## config.mk

```make
export PLATFORM = sky130hd
export DESIGN_NAME = wb_muldiv
export DESIGN_NICKNAME = d
export VERILOG_FILES = /design/src/rtl/wb_muldiv_pkg.sv /design/src/rtl/wb_muldiv_iter.sv /design/src/rtl/wb_muldiv.sv
export SDC_FILE = /design/constraint.sdc
export NUM_CORES = 1
export LEC_CHECK = 0
export CAP_MARGIN = 10
export CORE_MARGIN = 1
export CORE_UTILIZATION = 40
export CTS_BUF_LIST = sky130_fd_sc_hd__clkbuf_8
export DETAILED_ROUTE_END_ITERATION = 7
export GPL_ROUTABILITY_DRIVEN = 1
export PLACE_DENSITY = 0.61
export SYNTH_ARGS = -nofsm -noshare
export SYNTH_HDL_FRONTEND = slang
export SYNTH_SLANG_ARGS = --single-unit
```

## constraint.sdc

```tcl
create_clock -name CLK -period 6.95 [get_ports CLK]
set_clock_uncertainty 0.05 [all_clocks]
set_input_delay 1.39 -clock CLK [delete_from_list [all_inputs] [get_ports CLK]]
set_output_delay 1.39 -clock CLK [all_outputs]
set_load 0.02 [all_outputs]
```

## src/rtl/wb_muldiv_pkg.sv

```systemverilog
// Shared constants and types for the write-back stage and its mul/div engine.
package wb_muldiv_pkg;

  localparam int unsigned XLEN  = 32;
  localparam int unsigned ITERS = XLEN;
  localparam int unsigned CNT_W = $clog2(ITERS);

  localparam logic [5:0] OP_RFORM = 6'h00;
  localparam logic [5:0] OP_JAL   = 6'h03;
  localparam logic [5:0] OP_LW    = 6'h23;

  localparam logic [5:0] F_JALR  = 6'h09;
  localparam logic [5:0] F_MFHI  = 6'h10;
  localparam logic [5:0] F_MTHI  = 6'h11;
  localparam logic [5:0] F_MFLO  = 6'h12;
  localparam logic [5:0] F_MTLO  = 6'h13;
  localparam logic [5:0] F_MULT  = 6'h18;
  localparam logic [5:0] F_MULTU = 6'h19;
  localparam logic [5:0] F_DIV   = 6'h1A;
  localparam logic [5:0] F_DIVU  = 6'h1B;

  // Low two func bits of MULT/MULTU/DIV/DIVU select the engine operation.
  typedef enum logic [1:0] {
    MD_MULT  = 2'd0,
    MD_MULTU = 2'd1,
    MD_DIV   = 2'd2,
    MD_DIVU  = 2'd3
  } md_op_e;

  typedef enum logic {
    ST_IDLE = 1'b0,
    ST_BUSY = 1'b1
  } md_state_e;

  function automatic logic is_muldiv(input logic [5:0] func);
    return (func == F_MULT) || (func == F_MULTU) || (func == F_DIV) || (func == F_DIVU);
  endfunction

endpackage

```

## src/rtl/wb_muldiv_iter.sv

```systemverilog
// Iterative 32-cycle multiply (shift-add) and divide (restoring) engine with sign fixup.
module wb_muldiv_iter
  import wb_muldiv_pkg::*;
(
  input  logic            clk,
  input  logic            rst_n,
  input  logic            i_start,
  input  logic [1:0]      i_op,
  input  logic [XLEN-1:0] i_a,
  input  logic [XLEN-1:0] i_b,
  output logic            o_busy,
  output logic            o_done_c,
  output logic [XLEN-1:0] o_hi_res_c,
  output logic [XLEN-1:0] o_lo_res_c
);

  md_state_e         r_state;
  logic [CNT_W-1:0]  r_cnt;
  logic [2*XLEN-1:0] r_acc;
  logic [XLEN-1:0]   r_b;
  logic [XLEN-1:0]   r_a_raw;
  logic              r_is_div;
  logic              r_neg_q;
  logic              r_neg_r;
  logic              r_dbz;

  logic              w_signed;
  logic              w_sa;
  logic              w_sb;
  logic [XLEN-1:0]   w_abs_a;
  logic [XLEN-1:0]   w_abs_b;
  logic [XLEN:0]     w_mul_sum;
  logic [XLEN:0]     w_rem_sh;
  logic [XLEN:0]     w_diff;
  logic [2*XLEN-1:0] w_acc_next;
  logic [XLEN-1:0]   w_q;
  logic [XLEN-1:0]   w_r;

  assign w_signed = (i_op == MD_MULT) || (i_op == MD_DIV);
  assign w_sa     = w_signed & i_a[XLEN-1];
  assign w_sb     = w_signed & i_b[XLEN-1];
  assign w_abs_a  = w_sa ? XLEN'(-i_a) : i_a;
  assign w_abs_b  = w_sb ? XLEN'(-i_b) : i_b;

  // One iteration step: acc holds {partial, multiplier} or {remainder, dividend/quotient}.
  assign w_mul_sum  = {1'b0, r_acc[2*XLEN-1:XLEN]} + (r_acc[0] ? {1'b0, r_b} : (XLEN+1)'(0));
  assign w_rem_sh   = {r_acc[2*XLEN-1:XLEN], r_acc[XLEN-1]};
  assign w_diff     = w_rem_sh - {1'b0, r_b};
  assign w_acc_next = !r_is_div ? {w_mul_sum, r_acc[XLEN-1:1]} :
                      w_diff[XLEN] ? {w_rem_sh[XLEN-1:0], r_acc[XLEN-2:0], 1'b0} :
                                     {w_diff[XLEN-1:0], r_acc[XLEN-2:0], 1'b1};
  assign w_q = w_acc_next[XLEN-1:0];
  assign w_r = w_acc_next[2*XLEN-1:XLEN];

  assign o_busy   = (r_state == ST_BUSY);
  assign o_done_c = (r_state == ST_BUSY) && (r_cnt == CNT_W'(ITERS-1));

  // Final results from the last step; divide-by-zero bypasses the sign fixup.
  always_comb begin
    o_hi_res_c = '0;
    o_lo_res_c = '0;
    if (r_is_div) begin
      if (r_dbz) begin
        o_hi_res_c = r_a_raw;
        o_lo_res_c = '1;
      end else begin
        o_lo_res_c = r_neg_q ? XLEN'(-w_q) : w_q;
        o_hi_res_c = r_neg_r ? XLEN'(-w_r) : w_r;
      end
    end else begin
      {o_hi_res_c, o_lo_res_c} = r_neg_q ? (2*XLEN)'(-w_acc_next) : w_acc_next;
    end
  end

  always_ff @(posedge clk or negedge rst_n) begin
    if (!rst_n) begin
      r_state  <= ST_IDLE;
      r_cnt    <= '0;
      r_acc    <= '0;
      r_b      <= '0;
      r_a_raw  <= '0;
      r_is_div <= 1'b0;
      r_neg_q  <= 1'b0;
      r_neg_r  <= 1'b0;
      r_dbz    <= 1'b0;
    end else begin
      case (r_state)
        ST_IDLE: begin
          if (i_start) begin
            r_state  <= ST_BUSY;
            r_cnt    <= '0;
            r_acc    <= {XLEN'(0), w_abs_a};
            r_b      <= w_abs_b;
            r_a_raw  <= i_a;
            r_is_div <= i_op[1];
            r_neg_q  <= w_sa ^ w_sb;
            r_neg_r  <= w_sa;
            r_dbz    <= (i_b == '0);
          end
        end
        ST_BUSY: begin
          r_acc <= w_acc_next;
          if (r_cnt == CNT_W'(ITERS-1)) begin
            r_state <= ST_IDLE;
            r_cnt   <= '0;
          end else begin
            r_cnt <= r_cnt + CNT_W'(1);
          end
        end
        default: r_state <= ST_IDLE;
      endcase
    end
  end

endmodule

```

## src/rtl/wb_muldiv.sv

```systemverilog
// Write-back stage: register write-data mux, HI/LO registers and mul/div stall control.
module wb_muldiv
  import wb_muldiv_pkg::*;
(
  input  logic            CLK,
  input  logic            RST,
  input  logic [XLEN-1:0] Ins,
  input  logic            InsValid,
  input  logic [XLEN-1:0] Rdata1,
  input  logic [XLEN-1:0] Rdata2,
  input  logic [XLEN-1:0] ALUResult,
  input  logic [XLEN-1:0] MemRdata,
  input  logic [XLEN-1:0] PCPlus4,
  output logic [XLEN-1:0] Wdata,
  output logic            Stall,
  output logic [XLEN-1:0] HI,
  output logic [XLEN-1:0] LO
);

  logic [XLEN-1:0] r_hi;
  logic [XLEN-1:0] r_lo;

  logic [5:0]      w_op;
  logic [5:0]      w_func;
  logic            w_rform;
  logic            w_accept;
  logic            w_start;
  logic            w_busy;
  logic            w_done;
  logic [XLEN-1:0] w_hi_res;
  logic [XLEN-1:0] w_lo_res;
  logic            w_unused_ins;

  assign w_op         = Ins[31:26];
  assign w_func       = Ins[5:0];
  assign w_unused_ins = ^Ins[25:6];
  assign w_rform      = (w_op == OP_RFORM);
  assign w_accept     = InsValid & ~w_busy;
  assign w_start      = w_accept & w_rform & is_muldiv(w_func);

  assign Stall = w_busy;
  assign HI    = r_hi;
  assign LO    = r_lo;

  wb_muldiv_iter u_iter (
    .clk        (CLK),
    .rst_n      (RST),
    .i_start    (w_start),
    .i_op       (w_func[1:0]),
    .i_a        (Rdata1),
    .i_b        (Rdata2),
    .o_busy     (w_busy),
    .o_done_c   (w_done),
    .o_hi_res_c (w_hi_res),
    .o_lo_res_c (w_lo_res)
  );

  // Write-data select, not gated by Stall.
  always_comb begin
    Wdata = ALUResult;
    if (w_op == OP_LW) begin
      Wdata = MemRdata;
    end else if ((w_op == OP_JAL) || (w_rform && (w_func == F_JALR))) begin
      Wdata = PCPlus4;
    end else if (w_rform && (w_func == F_MFHI)) begin
      Wdata = r_hi;
    end else if (w_rform && (w_func == F_MFLO)) begin
      Wdata = r_lo;
    end
  end

  always_ff @(posedge CLK or negedge RST) begin
    if (!RST) begin
      r_hi <= '0;
      r_lo <= '0;
    end else if (w_done) begin
      r_hi <= w_hi_res;
      r_lo <= w_lo_res;
    end else if (w_accept && w_rform && (w_func == F_MTHI)) begin
      r_hi <= Rdata1;
    end else if (w_accept && w_rform && (w_func == F_MTLO)) begin
      r_lo <= Rdata1;
    end
  end

endmodule

```

==> results.txt <==
- Total core area: 46,560 um^2
* Hpwl dp: 57,130 um
- Critical Path AT: 6.93 ns
- Post-synthesis xor/xnor area fraction: 0.07807
- For this design the top-level I/O count stands at 292.
* CTS tree: built
- Counting along the longest clock path gives a buffer depth of 3.
- Pin count of the biggest net entering global routing: 119
* Count of mapped cells out of synthesis: 2,537
- Largest family of logic cells by synthesized area: compound AO/OA/AOI/OAI gates
- In the final design database the tool counted 3,018 nets.
- Clock latency on the worst-skew pair, taken at its later pin, is 0.64 ns.
* Die Span Y: 219.1 um
- Buffers added to address setup during post-CTS repair amount to 0.
- The run finished with clean final reports.
* Multiplexer share of the synthesized area: 0.04408
* Detailed Route WL: 75,090 um
- Async S/R FF share, synth: 1.000
- Compared with the post-synthesis result, the final layout area differs by 22.65%.
* Filler instances: 4,653
- STA classifies the critical path startpoint as a flop.
* Complex-gate fraction of the synthesized area: 0.2761
- Net count after synthesis: 2,804
* Detail-routed via count per cell: 6.007
* Setup total negative slack: 0 ns
* # hold bufs at CTS: 0
- In the synthesized netlist the dominant register cell turns out to be dfrtp_1.
* Largest cells by area after synthesis: dfrtp_1 27%, nand2_1 9.8%, o21ai_0 6.2%
- Of the synthesized area, sequential elements account for 0.2682.
- The die is 219.1 um wide.
- Clock slew at reported path FFs: 0.06 ns
- The worst register-to-register path has a depth of 21.
- Worst min-delay path class: flop to flop
* Count of input and output buffers: 271
- Counting the buffers created by CTS gives 41.
- Post-CTS repair changed the size of 0 cells.
- The detailed router finished its first iteration with 1,601 violations.
- Min-Delay Path Depth: 2
- Synthesis inferred 202 register bits.
- TritonCTS Sinks: 202
- Root Buffer: clkbuf_8
* Share of layout cells above drive strength 1: 0.07194
- WL per Instance: 22.17 um
- The worst setup path is captured at a flop.
- Combined area of all synthesized cells: 18,850 um^2
- Power density over the cells: 327.9 nW/um^2
- Max_slew headroom: 0.2471
- For this design the static power due to leakage is 0.009630 uW.
- Number of maximum-capacitance constraint violations: 0
* Number of vias after detailed routing: 20,350
- Overall power of the completed layout: 7581 uW
- Actual slew at the worst max-slew pin: 1.129 ns
* Total inserted antenna cells: 0
- Final cycle utilization of the critical path: 0.9320
* Final hold viol count: 0
* Cell type with the highest aggregate area in the netlist: dfrtp_1
* GRT Total Usage: 0.3085
- Initial antenna violation count: 1
- Of the total synthesized cell area, the portion taken by AND, OR, NAND and NOR gates is 0.2371.
- Post-synthesis share of cell area spent on full adders, half adders and majority gates: 0.04859
* Placer's final routability congestion estimate: 0.9438
- The clock period could shrink to 6.477 ns.
- RSZ-0062 raised after global routing: no
- The count of final max-slew check failures was 0.
- Die area: 47,990 um^2
- Effective utilization at floorplan: 0.4048
* Fmax: 154.4 MHz
* Maximum fanout count along the critical path: 6
- STA puts the critical path data required time at 7.40 ns.
- Mean instance size in the synthesized netlist: 7.429 um^2
* Iteration count of the initial detailed-routing pass: 5
- In the routed design, unresolved DRC markers number 0.
- Type of the worst setup path: flop to flop
- Synthesis instantiated 93 different standard cells from the library.
- Final Setup Violations: 0
- IR analysis of the VDD net gives a maximum drop of 0.1417 mV.
- Count of antenna-violating nets left after detailed routing: 0
- Row count: 79
- The via count of the first global-routing pass came to 19,690.
- Total gr overflow: 0
- CTS HTree Levels: 2
* Share of the synthesized area in the top cell type: 0.2682
- During synthesis, Yosys emitted a total of 0 warnings.
- Count of flip-flops with a built-in enable after synthesis: 0
- Wire length of the first global-routing pass: 114,900 um
==> final timing paths <==
| check | slack, ns | start | to |
|---|---|---|---|
| max | 0.47 | u_iter.r_acc[31] | HI[22] |
| min | 0.43 | u_iter.r_a_raw[8] | u_iter.r_a_raw[8] |
| max reg2reg | 0.47 | u_iter.r_acc[31] | HI[22] |
| min reg2reg | 0.43 | u_iter.r_a_raw[8] | u_iter.r_a_raw[8] |
| max in group asynchronous | 4.89 | RST | u_iter.r_is_div |
| min in group asynchronous | 0.72 | RST | u_iter.r_b[24] |
==> placed cells by master (no fill, tap or decap), drive strengths merged, types with 34 or more instances in the layout <==
| master | Yosys | routed |
|---|---|---|
| nor3 | 45 | 45 |
| mux2i | 56 | 56 |
| inv | 64 | 75 |
| xor2 | 84 | 84 |
| a31oi | 38 | 38 |
| clkdlybuf4s50 | 0 | 269 |
| a211oi | 56 | 56 |
| nor2 | 177 | 177 |
| buf | 35 | 67 |
| nand2 | 495 | 495 |
| o21ai | 252 | 252 |
| dfrtp | 202 | 202 |
| xnor2 | 84 | 84 |
| a32oi | 34 | 34 |
| ha | 70 | 70 |
| nand3 | 47 | 47 |
| a21oi | 168 | 168 |
| or3 | 41 | 41 |
| clkbuf | 131 | 56 |
| and2 | 42 | 42 |
==> flip-flops by register name (all words and copies together) (netlist names) <==
register / flops
u_iter.r_cnt: 5
u_iter.r_dbz: 1
u_iter.r_b: 32
u_iter.r_neg_r: 1
LO: 32
u_iter.r_a_raw: 32
u_iter.r_neg_q: 1
u_iter.o_busy: 1
u_iter.r_acc: 64
HI: 32
u_iter.r_is_div: 1
==> Yosys cell counts (8+ instances only) <==
library cell,count
o221ai_1,19
nand2b_1,17
buf_1,23
dfrtp_1,202
o21bai_1,9
nand4_1,21
nor3_1,42
clkbuf_1,130
mux2i_1,56
and2_1,42
xor2_1,84
o211ai_1,21
a211oi_1,56
a21o_1,26
nor3b_1,8
xnor2_1,84
o211a_1,9
or3_1,41
nor4_1,26
a22oi_1,23
o21ai_1,17
o21ai_0,235
o22ai_1,19
nand2_1,494
ha_1,70
a21oi_1,167
or4_1,16
and3_1,16
mux2_2,24
nor2b_1,8
nor2_1,176
inv_1,63
o31ai_1,32
a32oi_1,34
or2_2,8
nand3_1,47
a31oi_1,37
==> per-stage QoR <==
stage / utilization / setup WS [ns] / instance area [um^2] / hold slack (ns) / cells
floorplan: - / 1.122 / 18850 / 0.3904 / 2537
global placement: 0.4776 / 0.6726 / 22240 / 0.4060 / 3315
detailed placement: 0.4776 / 0.6010 / 22240 / 0.4126 / 3315
CTS: 0.4965 / 0.5656 / 23120 / 0.4279 / 3387
global route: 0.4965 / 0.3312 / 23120 / 0.4459 / 3387
finish: 0.4965 / 0.4727 / 23120 / 0.4283 / 3387
==> where the power goes <==
| group | internal [uW] | switching (uW) |
|---|---|---|
| sequential | 1330 | 270 |
| combinational | 1740 | 2870 |
| clock | 775 | 593 |
| total | 3840 | 3740 |
==> kinds of logic after synthesis <==
logic type	Yosys count
muxes	80
adders and majority gates	72
and+or+nand+nor	986
buffers and inverters	231
DFF	202
xor gates and xnor gates	168
AOI/OAI and AO/OA	798
==> per-layer routing <==
layer  wire [um]  share of wire  GRT usage  up-vias
met5           0              0          0        -
met2       35900           0.48     0.5253      753
met1       31870           0.42     0.3992     9818
met3        5009          0.067    0.04200      135
met4        2299          0.031     0.1046        0
li1            -              -          -     9640
==> critical path: stages (launching register included) <==
cell and delay [ns]:
dfrtp_1 0.40, inv_1 0.27, ha_1 0.27, inv_1 0.06, fa_1 0.40, a21o_1 0.21
a221oi_4 0.28, nor3_2 0.13, or3_1 0.53, a2111o_1 0.52, a31oi_4 0.22, ha_1 0.30
nand3_1 0.15, or2_2 0.35, nor2_1 0.16, nand2_1 0.14, or4_1 0.47, or3_1 0.42
or4_1 0.48, a221oi_2 0.28, mux2i_1 0.11, o2bb2ai_1 0.13
==> final cells by class <==
| type | count | area [um^2] | area share |
|---|---|---|---|
| flip-flops and latches | 202 | 5060 | 0.2189 |
| multi-input cells | 2104 | 12930 | 0.5593 |
| clock buffers | 55 | 757.0 | 0.03275 |
| clock inverters | 17 | 123.9 | 0.005358 |
| repair buffers | 337 | 3244 | 0.1403 |
| inverters | 65 | 244.0 | 0.01055 |
| well taps | 607 | 759.5 | 0.03285 |
Power figures use the tool's default switching activity.
